--- src/rtl/fma_arbiter.sv ---
// Round-robin arbiter sharing one FMA_32 pipeline among NUM_REQ requesters, with drain/halt control.
// Optional accepted-operation counter on issue_count when FMA_ARB_STATS_EN is defined.
module fma_arbiter #(
  parameter int NUM_REQ     = 4,
  parameter int FMA_LATENCY = 3
) (
  input  logic                   clk,
  input  logic                   rst_n,
  input  logic [NUM_REQ-1:0]     req_valid,
  output logic [NUM_REQ-1:0]     req_ready,
  input  logic [NUM_REQ*32-1:0]  req_a,
  input  logic [NUM_REQ*32-1:0]  req_b,
  input  logic [NUM_REQ*32-1:0]  req_c,
  output logic [31:0]            fma_a,
  output logic [31:0]            fma_b,
  output logic [31:0]            fma_c,
  output logic                   fma_in_valid,
  input  logic [31:0]            fma_result,
  output logic [NUM_REQ-1:0]     rsp_valid,
  output logic [31:0]            rsp_data,
  input  logic                   drain_req,
  output logic                   drain_done,
  output logic                   busy,
  output logic [31:0]            issue_count,
  output logic [1:0]             dbg_state
);

  // Handshake: a requester transfers when req_valid[i] && req_ready[i] in the same
  // cycle; req_ready is combinational and never depends on anything but RUN state,
  // rr_ptr and req_valid. Responses carry no backpressure.

  localparam int IW = (NUM_REQ > 1) ? $clog2(NUM_REQ) : 1;

  typedef enum logic [1:0] {
    RUN    = 2'd0,
    DRAIN  = 2'd1,
    HALTED = 2'd2
  } state_t;

  state_t             state, state_next;
  logic [IW-1:0]      rr_ptr;
  logic [IW-1:0]      grant_idx;
  logic [IW:0]        cand;
  logic               grant_found;
  logic               xfer;
  logic [IW-1:0]      fma_idx;
  logic [FMA_LATENCY-1:0] tag_v;
  logic [IW-1:0]      tag_idx [FMA_LATENCY];

  // Search starting at rr_ptr and wrapping; first valid requester wins.
  always_comb begin
    grant_found = 1'b0;
    grant_idx   = '0;
    cand        = '0;
    for (int k = 0; k < NUM_REQ; k++) begin
      cand = {1'b0, rr_ptr} + (IW+1)'(k);
      if (cand >= (IW+1)'(NUM_REQ)) cand = cand - (IW+1)'(NUM_REQ);
      if (!grant_found && req_valid[cand[IW-1:0]]) begin
        grant_found = 1'b1;
        grant_idx   = cand[IW-1:0];
      end
    end
  end

  assign req_ready = (state == RUN && grant_found) ? (NUM_REQ'(1) << grant_idx) : '0;
  assign xfer      = |(req_valid & req_ready);
  assign busy      = fma_in_valid | (|tag_v) | (|rsp_valid);
  assign drain_done = (state == HALTED);
  assign dbg_state  = state;

  always_ff @(posedge clk or negedge rst_n) begin
    if (!rst_n) state <= RUN;
    else        state <= state_next;
  end

  always_comb begin
    state_next = state;
    case (state)
      RUN:     if (drain_req) state_next = DRAIN;
      DRAIN:   if (!busy)     state_next = HALTED;
      HALTED:  if (!drain_req) state_next = RUN;
      default: state_next = RUN;
    endcase
  end

  // Issue register, tag pipeline aligned with FMA_32, and response register.
  always_ff @(posedge clk or negedge rst_n) begin
    if (!rst_n) begin
      rr_ptr       <= '0;
      fma_a        <= '0;
      fma_b        <= '0;
      fma_c        <= '0;
      fma_in_valid <= 1'b0;
      fma_idx      <= '0;
      tag_v        <= '0;
      for (int k = 0; k < FMA_LATENCY; k++) tag_idx[k] <= '0;
      rsp_valid    <= '0;
      rsp_data     <= '0;
    end else begin
      fma_in_valid <= xfer;
      if (xfer) begin
        rr_ptr  <= (grant_idx == IW'(NUM_REQ-1)) ? '0 : grant_idx + 1'b1;
        fma_a   <= req_a[32*grant_idx +: 32];
        fma_b   <= req_b[32*grant_idx +: 32];
        fma_c   <= req_c[32*grant_idx +: 32];
        fma_idx <= grant_idx;
      end
      tag_v[0]   <= fma_in_valid;
      tag_idx[0] <= fma_idx;
      for (int k = 1; k < FMA_LATENCY; k++) begin
        tag_v[k]   <= tag_v[k-1];
        tag_idx[k] <= tag_idx[k-1];
      end
      rsp_valid <= tag_v[FMA_LATENCY-1] ? (NUM_REQ'(1) << tag_idx[FMA_LATENCY-1]) : '0;
      if (tag_v[FMA_LATENCY-1]) rsp_data <= fma_result;
    end
  end

`ifdef FMA_ARB_STATS_EN
  logic [31:0] issue_cnt_q;
  always_ff @(posedge clk or negedge rst_n) begin
    if (!rst_n)    issue_cnt_q <= '0;
    else if (xfer) issue_cnt_q <= issue_cnt_q + 32'd1;
  end
  assign issue_count = issue_cnt_q;
`else
  assign issue_count = '0;
`endif

endmodule

--- config.mk ---
export PLATFORM = sky130hd
export DESIGN_NAME = fma_arbiter
export DESIGN_NICKNAME = d
export VERILOG_FILES = /design/src/rtl/fma_arbiter.sv
export SDC_FILE = /design/constraint.sdc
export NUM_CORES = 1
export LEC_CHECK = 0
export CAP_MARGIN = 40
export CORE_AREA = 2 2 229 231
export DETAILED_ROUTE_END_ITERATION = 10
export DIE_AREA = 0 0 231 233
export HOLD_SLACK_MARGIN = 0.02
export SYNTH_ARGS = -nofsm -noshare
export SYNTH_HDL_FRONTEND = slang
export SYNTH_SLANG_ARGS = --single-unit
--- constraint.sdc ---
create_clock -name clk -period 7 [get_ports clk]
set_input_delay 1.4 -clock clk [delete_from_list [all_inputs] [get_ports clk]]
set_output_delay 1.4 -clock clk [all_outputs]
set_load 0.005 [all_outputs]
==> results.toml, run 1 <==
[run_status]
status = "complete, no violations"

[power_and_ir_drop]
max-vdd-ir-drop_uv = 246
switchingPower_mw = 2.11
p_sw_share_pct = 38.6
powerDensity_nw_per_um2 = 353
pwr-share-comb_pct = 55.1
power_mw = 5.47
intPower_mw = 3.36
leakagePower_nw = 6.94
seq_power_share_pct = 27.9
power.share.clock_pct = 17.0

[synthesis]
ys.flop_type = "dfrtp_1"
syn_area_sq_um = 8700
yosys_register_bits = 148
synth.avg_cell_area_sq_um = 7.80
synth_edf_count = 0
synth.area.top_cells = "dfrtp_1, nand2_1, and3_1"
synthArstFlopShare_pct = 100
syn_inst = 1115
yosysSeqAreaShare_pct = 42.6
synth.top_cell.area_share_pct = 42.6
ys_types = 33
netlist.top_cell.by_area = "dfrtp_1"
yosys_warnings = 0

[worst_setup_path]
reg2reg_from = "rr_ptr[1]"
endpoint_kind = "output port"
critPathTopFamily = "buffers and inverters"
start_kind = "input pin"
cp_data_required_time_ns = 5.60
cp_slowest_cell = "clkdlybuf4s50_1"
cp.arrival_ns = 3.72
crit_fanout = 43
critPathMostFrequentCell = "clkdlybuf4s50_1"
path_buf_inv = 4
crit_chain = "clkdlybuf4s50_1, nand2b_1, a21oi_1, o32ai_4, inv_6, ha_1, inv_1, nor2_1, clkdlybuf4s50_1"
critical_path_class = "in2out"
worst_path_largest_cell_delay_ns = 0.55
crit_path_start = "req_valid[1]"

[floorplan]
start_util_pct = 17.0
io_pins = 596
die_h_microns = 233
die_w_microns = 231
fp.dieArea_sq_um = 53800
core_sq_um = 51100
num_rows = 83

[sta]
rsz0062_at_grt = "false"
finalHoldViolations = 0
finalCritPeriodShare_pct = 73.2
worst_slew_pin_slew_ns = 0.863
fin_crit_ns = 5.12
slew_headroom_pct = 42.5
finalSetupViolCount = 0
max_freq_mhz = 195
fin_worst_skew_ns = 0.0138
finalSetupTns_ns = 0
drv_slew = 0

[grt]
grt_start_max_net_pins = 82
antenna_found_initial = 4
grt_use_total_pct = 13.8
grt_first_pass_wirelength_mm = 56.4
first_global_vias = 9855
grt_overflow = 0

[layout]
fin_util_pct = 30.3
layout_common_cells = "clkdlybuf4s50_1, nand2_1, and3_1, dfrtp_1, o31ai_1"
drive_above_1_share_pct = 5.74
nNetsFinal = 2049
area_delta_synth_final_pct = 77.9
n_antenna_cell = 0
layout_commonest_cell = "clkdlybuf4s50_1"

[cts]
post_cts_resized = 0
path_clk_slew_ns = 0.06
ctsHoldBuffers = 0
cts_buffers = 17
htreeDepth = 4
cts_tree = "yes"
clk_latency_ns = 0.47
cts_setup_buffers = 0
clockBufferDepth = 2
root_buffer = "clkbuf_16"
cts_sinks = 148

[route]
via_count = 9667
drtPass1Iterations = 4
wl_per_cell_microns = 16.3
via_per_inst = 4.17
routed_wl_mm = 37.8
ant_nets = 0
drc = 0
drtIter0Drc = 396

[placed_design]
finalWeightedCongestion = 0.877
portBuffers = 563
dp_hpwl_mm = 29.7

[run]
drv_cap = 0

[worst_hold_path]
hp-start = "tag_idx[4]"
hp-class = "reg2reg"
==> synthesized netlist by cell type (2+ instances only) <==
cell	instances
clkbuf_1	68
nand2_1	487
nor4_1	2
and3_1	193
inv_2	2
o31ai_1	89
inv_1	5
a21oi_1	3
nand2b_1	2
dfrtp_1	148
buf_2	17
buf_6	2
mux2_2	32
o31ai_2	7
o21ai_1	2
buf_4	32
nor2_1	8
==> cells by family after synthesis <==
kind of cell,after synthesis,synth area share (%)
other,1,0.0431
and+or+nand+nor,697,35.9
adders and majority gates,1,0.144
muxes,32,4.14
DFF,148,42.6
AOI/OAI and AO/OA,109,9.88
buffers and inverters,127,7.28
==> metal layers <==
layer,share of wire [%],global-route usage [%],wire (microns),up-vias
met5,0.066,0,25,-
met4,2.6,5.60,970,4
met3,8.1,4.04,3060,47
met2,50,24.4,18800,434
met1,40,15.5,15000,4495
li1,-,-,-,4687
==> per-stage QoR <==
step                      std cells  hold slack, ns  setup slack, ns  area [sq um]
after global placement         2284           0.333             1.93         14800
after detailed placement       2286           0.335             1.90         14900
after CTS                      2318           0.350             1.89         15500
final                          2318           0.348             1.88         15500
after floorplan                1146           0.331             2.79          8810
after global routing           2318           0.366             1.73         15500
==> area by class of cell <==
type | count | area [sq um]
multi-input combinational | 871 | 4500
timing repair buffer | 580 | 5800
sequential | 148 | 3700
clock inverter | 13 | 138
clock buffer | 19 | 443
fill | 5519 | 35600
tap | 680 | 851
inverter | 7 | 32.5
==> power groups by stage <==
stage | combinational [mW] | clock [mW] | sequential, mW
after floorplan | 1.51 | 0 | 1.53
after global placement | 3.01 | 0 | 1.52
after detailed placement | 3.06 | 0 | 1.54
after CTS | 3.06 | 0.976 | 1.53
after global routing | 3.32 | 1.00 | 1.58
final | 3.01 | 0.928 | 1.52
==> state kept, by name, summed over array words and instances (netlist names) <==
signal,count
fma_idx,2
fma_a,32
fma_in_valid,1
rsp_valid,4
tag_v,3
rsp_data,32
fma_c,32
tag_idx,6
dbg_state,2
fma_b,32
rr_ptr,2
==> worst paths after layout <==
path	cells past startpoint	slack [ns]	to
worst max-delay path	9	1.88	req_ready[2]
worst min-delay path	0	0.35	tag_idx[2]
worst max register to register	9	3.75	fma_b[0]
worst min register to register	0	0.35	tag_idx[2]
max in group asynchronous	3	4.75	fma_b[27]
min in group asynchronous	1	0.83	fma_b[16]
No activity file was read; power rests on OpenSTA's default activity.
==> run 2: changes to the inputs <==
--- a/config.mk
+++ b/config.mk
@@ -6,9 +6,9 @@
 export NUM_CORES = 1
 export LEC_CHECK = 0
 export CAP_MARGIN = 40
-export CORE_AREA = 2 2 229 231
+export CORE_AREA = 2 2 232 234
 export DETAILED_ROUTE_END_ITERATION = 10
-export DIE_AREA = 0 0 231 233
+export DIE_AREA = 0 0 234 236
 export HOLD_SLACK_MARGIN = 0.02
 export SYNTH_ARGS = -nofsm -noshare
 export SYNTH_HDL_FRONTEND = slang
==> constraint.sdc (replaced) <==
create_clock -name clk -period 5.2 [get_ports clk]
set_input_delay 1.04 -clock clk [delete_from_list [all_inputs] [get_ports clk]]
set_output_delay 1.04 -clock clk [all_outputs]
set_load 0.005 [all_outputs]
==> run 2 against run 1 <==
Non-clock buffer count is 1 higher. Sequential power is 36% higher. Critical path depth stayed put. Cell area is 0.89% higher. Die area is 2.6% higher. First-iteration DRC count is 20% higher. Combinational power is 37% higher.
==> results.toml, run 2 (same netlist as run 1, synthesis figures left out) <==
[cts]
root_buffer = "clkbuf_16"
cts_buffers = 17
path_clk_slew_ns = 0.06
cts_sinks = 148
htreeDepth = 4
clk_latency_ns = 0.47
cts_tree = "yes"
cts_setup_buffers = 0
post_cts_resized = 0
clockBufferDepth = 2
ctsHoldBuffers = 0

[worst_setup_path]
crit_cells = 9
crit_fanout = 24
crit_chain = "clkdlybuf4s50_1, nand2b_1, a21oi_1, o32ai_4, inv_6, ha_1, inv_1, nor2_1, clkdlybuf4s50_1"
reg2reg_from = "rr_ptr[1]"
endpoint_kind = "output port"
cp_slowest_cell = "clkdlybuf4s50_1"
critical_path_class = "in2out"
worst_path_largest_cell_delay_ns = 0.58
endpoint = "req_ready[2]"
critPathTopFamily = "buffers and inverters"
cp.arrival_ns = 3.32
critPathMostFrequentCell = "clkdlybuf4s50_1"
path_buf_inv = 4
worst-r2r-setup-slack_ns = 2.32
cp_data_required_time_ns = 4.16
start_kind = "input pin"
crit_path_start = "req_valid[2]"
reg2regPathDepth = 8
r2r_end = "fma_b[29]"

[floorplan]
io_pins = 596
core_sq_um = 53100
num_rows = 85
die_h_microns = 236
fp.dieArea_sq_um = 55200
start_util_pct = 16.4
die_w_microns = 234

[placed_design]
dp_hpwl_mm = 29.2
dp_cells = 2303
portBuffers = 563
finalWeightedCongestion = 0.848

[route]
drtPass1Iterations = 7
routed_wl_mm = 37.6
via_per_inst = 4.17
wl_per_cell_microns = 16.1
drtIter0Drc = 474
drc = 0
ant_nets = 0
via_count = 9730

[sta]
fin_crit_ns = 4.36
finalCritPeriodShare_pct = 83.8
slew_headroom_pct = 47.7
finalHoldViolations = 0
fin_worst_skew_ns = 0.00933
holdWs_ns = 0.351
finalSetupViolCount = 0
finalSetupTns_ns = 0
max_freq_mhz = 230
rsz0062_at_grt = "false"
worst_slew_pin_slew_ns = 0.777
drv_slew = 0

[power_and_ir_drop]
max-vdd-ir-drop_uv = 250
leakagePower_nw = 6.99
powerDensity_nw_per_um2 = 486

[grt]
grt_use_total_pct = 13.3
grt_overflow = 0
grt_start_max_net_pins = 111
antenna_found_initial = 2
first_global_vias = 9762
grt_first_pass_wirelength_mm = 55.2

[layout]
layout_commonest_cell = "clkdlybuf4s50_1"
layout_common_cells = "clkdlybuf4s50_1, nand2_1, and3_1, dfrtp_1, o31ai_1"
final_cells = 2335
fin_util_pct = 29.4
n_antenna_cell = 0
nNetsFinal = 2050
fill_cells = 5631
drive_above_1_share_pct = 5.80
area_delta_synth_final_pct = 79.4

[worst_hold_path]
hp-class = "reg2reg"
holdPathStages = 0

[run]
drv_cap = 0

[run_status]
status = "complete, no violations"
==> run 2: final cells by class <==
cell class,count,area [sq um],area share [%]
tap,696,871,5.58
multi-input combinational,871,4500,28.9
clock inverter,13,198,1.27
inverter,7,32.5,0.208
sequential,148,3700,23.7
timing repair buffer,581,5850,37.5
clock buffer,19,443,2.84
==> run 2: worst register-to-register path, cell delays in order, from the launching register on <==
cell and delay (ns):
dfrtp_1 0.48, a21oi_1 0.27, o32ai_4 0.14, inv_6 0.19, buf_4 0.42, buf_4 0.66
nand2_1 0.20, and3_1 0.22, o31ai_1 0.20
==> run 2: worst min path at each step <==
| stage | start | to |
|---|---|---|
| after floorplan | tag_idx[2] | tag_idx[0] |
| after global placement | tag_idx[3] | tag_idx[1] |
| after detailed placement | tag_idx[5] | tag_idx[3] |
| after CTS | tag_idx[2] | tag_idx[0] |
| after global routing | tag_idx[2] | tag_idx[0] |
| final | tag_idx[2] | tag_idx[0] |
==> run 2: report_power, final <==
part           total, mW  switching (mW)  internal, mW
clock network       1.38           0.554         0.824
logic               4.13            1.98          2.15
registers           2.07           0.344          1.73
==> run 2: layer usage <==
metal / share of wire, % / track usage, %
met1: 38 / 14.2
met2: 49 / 23.1
met3: 9.3 / 4.44
met4: 3.8 / 6.50
met5: 0.035 / 0
==> run 2: through the flow <==
step | total power, mW | setup WS [ns] | instance area [sq um]
2_1_floorplan | 4.08 | 1.71 | 8810
3_3_place_gp | 6.19 | 0.917 | 14900
3_5_place_dp | 6.28 | 0.892 | 15000
4_1_cts | 7.73 | 0.872 | 15600
5_1_grt | 8.17 | 0.758 | 15600
6_report | 7.58 | 0.843 | 15600
==> run 3: changes to the inputs <==
--- a/config.mk
+++ b/config.mk
@@ -6,9 +6,9 @@
 export NUM_CORES = 1
 export LEC_CHECK = 0
 export CAP_MARGIN = 40
-export CORE_AREA = 2 2 232 234
+export CORE_AREA = 2 2 235 237
 export DETAILED_ROUTE_END_ITERATION = 10
-export DIE_AREA = 0 0 234 236
+export DIE_AREA = 0 0 237 239
 export HOLD_SLACK_MARGIN = 0.02
 export SYNTH_ARGS = -nofsm -noshare
 export SYNTH_HDL_FRONTEND = slang
==> constraint.sdc (replaced) <==
create_clock -name clk -period 3.9 [get_ports clk]
set_input_delay 0.78 -clock clk [delete_from_list [all_inputs] [get_ports clk]]
set_output_delay 0.78 -clock clk [all_outputs]
set_load 0.005 [all_outputs]
==> run 3 against run 2 <==
Routed wire length fell by 0.22%. Setup slack lost 0.72 ns. Sequential power grew 31%. Count of clock-buffer cells in the layout shrank 1. Power rose by 32%. Final cell count is 0.77% higher. Clock skew fell by 0.00083 ns. Combinational power grew 35%. Flip-flop and latch count unchanged. Cell area grew 0.34%.
==> results.toml, run 3 (same netlist as run 1, synthesis figures left out) <==
[route]
drtPass1Iterations = 5
routed_wl_mm = 37.5
wl_per_cell_microns = 16.0
ant_nets = 0
drtIter0Drc = 285
drc = 0
via_per_inst = 4.11
via_count = 9669

[sta]
finalSetupViolCount = 0
rsz0062_at_grt = "false"
fin_crit_ns = 3.77
worst_slew_pin_slew_ns = 0.624
finalHoldViolations = 0
finalCritPeriodShare_pct = 96.7
drv_slew = 0
slew_headroom_pct = 58.0
max_freq_mhz = 265
fin_worst_skew_ns = 0.00849
finalSetupTns_ns = 0

[floorplan]
io_pins = 596
fp.dieArea_sq_um = 56600
die_h_microns = 239
core_sq_um = 54300
start_util_pct = 16.0
num_rows = 86
die_w_microns = 237

[worst_setup_path]
worst-r2r-setup-slack_ns = 1.48
critPathMostFrequentCell = "clkdlybuf4s50_1"
worst_path_largest_cell_delay_ns = 0.56
start_kind = "input pin"
endpoint_kind = "output port"
critical_path_class = "in2out"
critPathTopFamily = "buffers and inverters"
cp.arrival_ns = 2.99
crit_chain = "clkdlybuf4s50_1, o22ai_1, a211oi_4, clkinv_2, or2_2, nor2_1, clkdlybuf4s50_1"
cp_data_required_time_ns = 3.12
cp_slowest_cell = "clkdlybuf4s50_1"
path_buf_inv = 3
crit_fanout = 4

[grt]
grt_overflow = 0
use_met1_pct = 14.3
grt_first_pass_wirelength_mm = 55.3
first_global_vias = 9707
met3_usage_pct = 4.45
grt_use_total_pct = 12.9
grt_start_max_net_pins = 115
antenna_found_initial = 8
grt_use_met2_pct = 22.5
busiest_layer = "met2"

[layout]
layout_commonest_cell = "clkdlybuf4s50_1"
drive_above_1_share_pct = 6.31
area_delta_synth_final_pct = 80.0
fill_cells = 5716
final_cells = 2353
nNetsFinal = 2058
design_area_sq_um = 15700
layout_common_cells = "clkdlybuf4s50_1, nand2_1, and3_1, dfrtp_1, o31ai_1"

[power_and_ir_drop]
power_mw = 10.0
leakagePower_nw = 7.02
powerDensity_nw_per_um2 = 640
max-vdd-ir-drop_uv = 329

[placed_design]
portBuffers = 563
dp_cells = 2319
dp_hpwl_mm = 29.4
finalWeightedCongestion = 0.866
placed_area_sq_um = 15100

[cts]
htreeDepth = 4
cts_sinks = 148
path_clk_slew_ns = 0.07
clk_latency_ns = 0.47
cts_buffers = 17
cts_tree = "yes"
root_buffer = "clkbuf_16"
ctsHoldBuffers = 0
clockBufferDepth = 2

[worst_hold_path]
hp-class = "in2async"

[run_status]
status = "complete, no violations"

[run]
drv_cap = 0
-- run 3: area by class of cell --
| cell class | instances | area, sq um | area share, % |
|---|---|---|---|
| diodes | 2 | 5.00 | 0.0320 |
| clock buffers | 18 | 439 | 2.80 |
| clock inverters | 14 | 163 | 1.04 |
| inverters | 7 | 32.5 | 0.208 |
| multi-input cells | 871 | 4500 | 28.8 |
| flip-flops and latches | 148 | 3700 | 23.7 |
| well taps | 704 | 881 | 5.63 |
| repair buffers | 589 | 5930 | 37.9 |
-- run 3: where the power goes --
| part | internal, mW | switching [mW] | total (mW) |
|---|---|---|---|
| Clock | 0.975 | 0.758 | 1.73 |
| Combinational | 2.93 | 2.65 | 5.57 |
| Sequential | 2.30 | 0.419 | 2.72 |
-- run 3: final timing paths --
kind,end,cells after the start,start
worst max-delay path,req_ready[1],7,req_valid[3]
worst min-delay path,rsp_data[5],1,rst_n
worst max register to register,fma_c[4],7,rr_ptr[1]
worst min register to register,tag_idx[3],0,tag_idx[5]
max in group asynchronous,fma_c[5],2,rst_n
min in group clk,tag_idx[3],0,tag_idx[5]
-- run 3: layer usage --
layer / share of wire [%] / up-vias
li1: - / 4709
met1: 40 / 4474
met2: 49 / 427
met3: 8.2 / 51
met4: 2.7 / 8
met5: 0.10 / -
-- run 3: worst register-to-register path: stages (launching register included) --
cell and delay, ns:
dfrtp_1 0.50, a21oi_1 0.15, o32ai_4 0.31, buf_4 0.30, buf_12 0.36, nand2_1 0.27, and3_1 0.21, o31ai_1 0.22
-- run 3: per-stage QoR --
stage,hold WS (ns),utilization [%],worst slack [ns]
after floorplan,0.331,-,0.872
after global placement,0.336,27.7,-0.000755
after detailed placement,0.335,27.7,-0.00394
after CTS,0.154,28.8,0.113
after global routing,0.190,28.8,0.0129
final,0.205,28.8,0.128
-- run 3: repair_timing --
item / 4_1_cts / 5_1_grt
hold endpoints to repair: 0 / 0
buffers inserted: 0 / 0
setup endpoints to repair: 1 / 0
resized for setup: 1 / 0
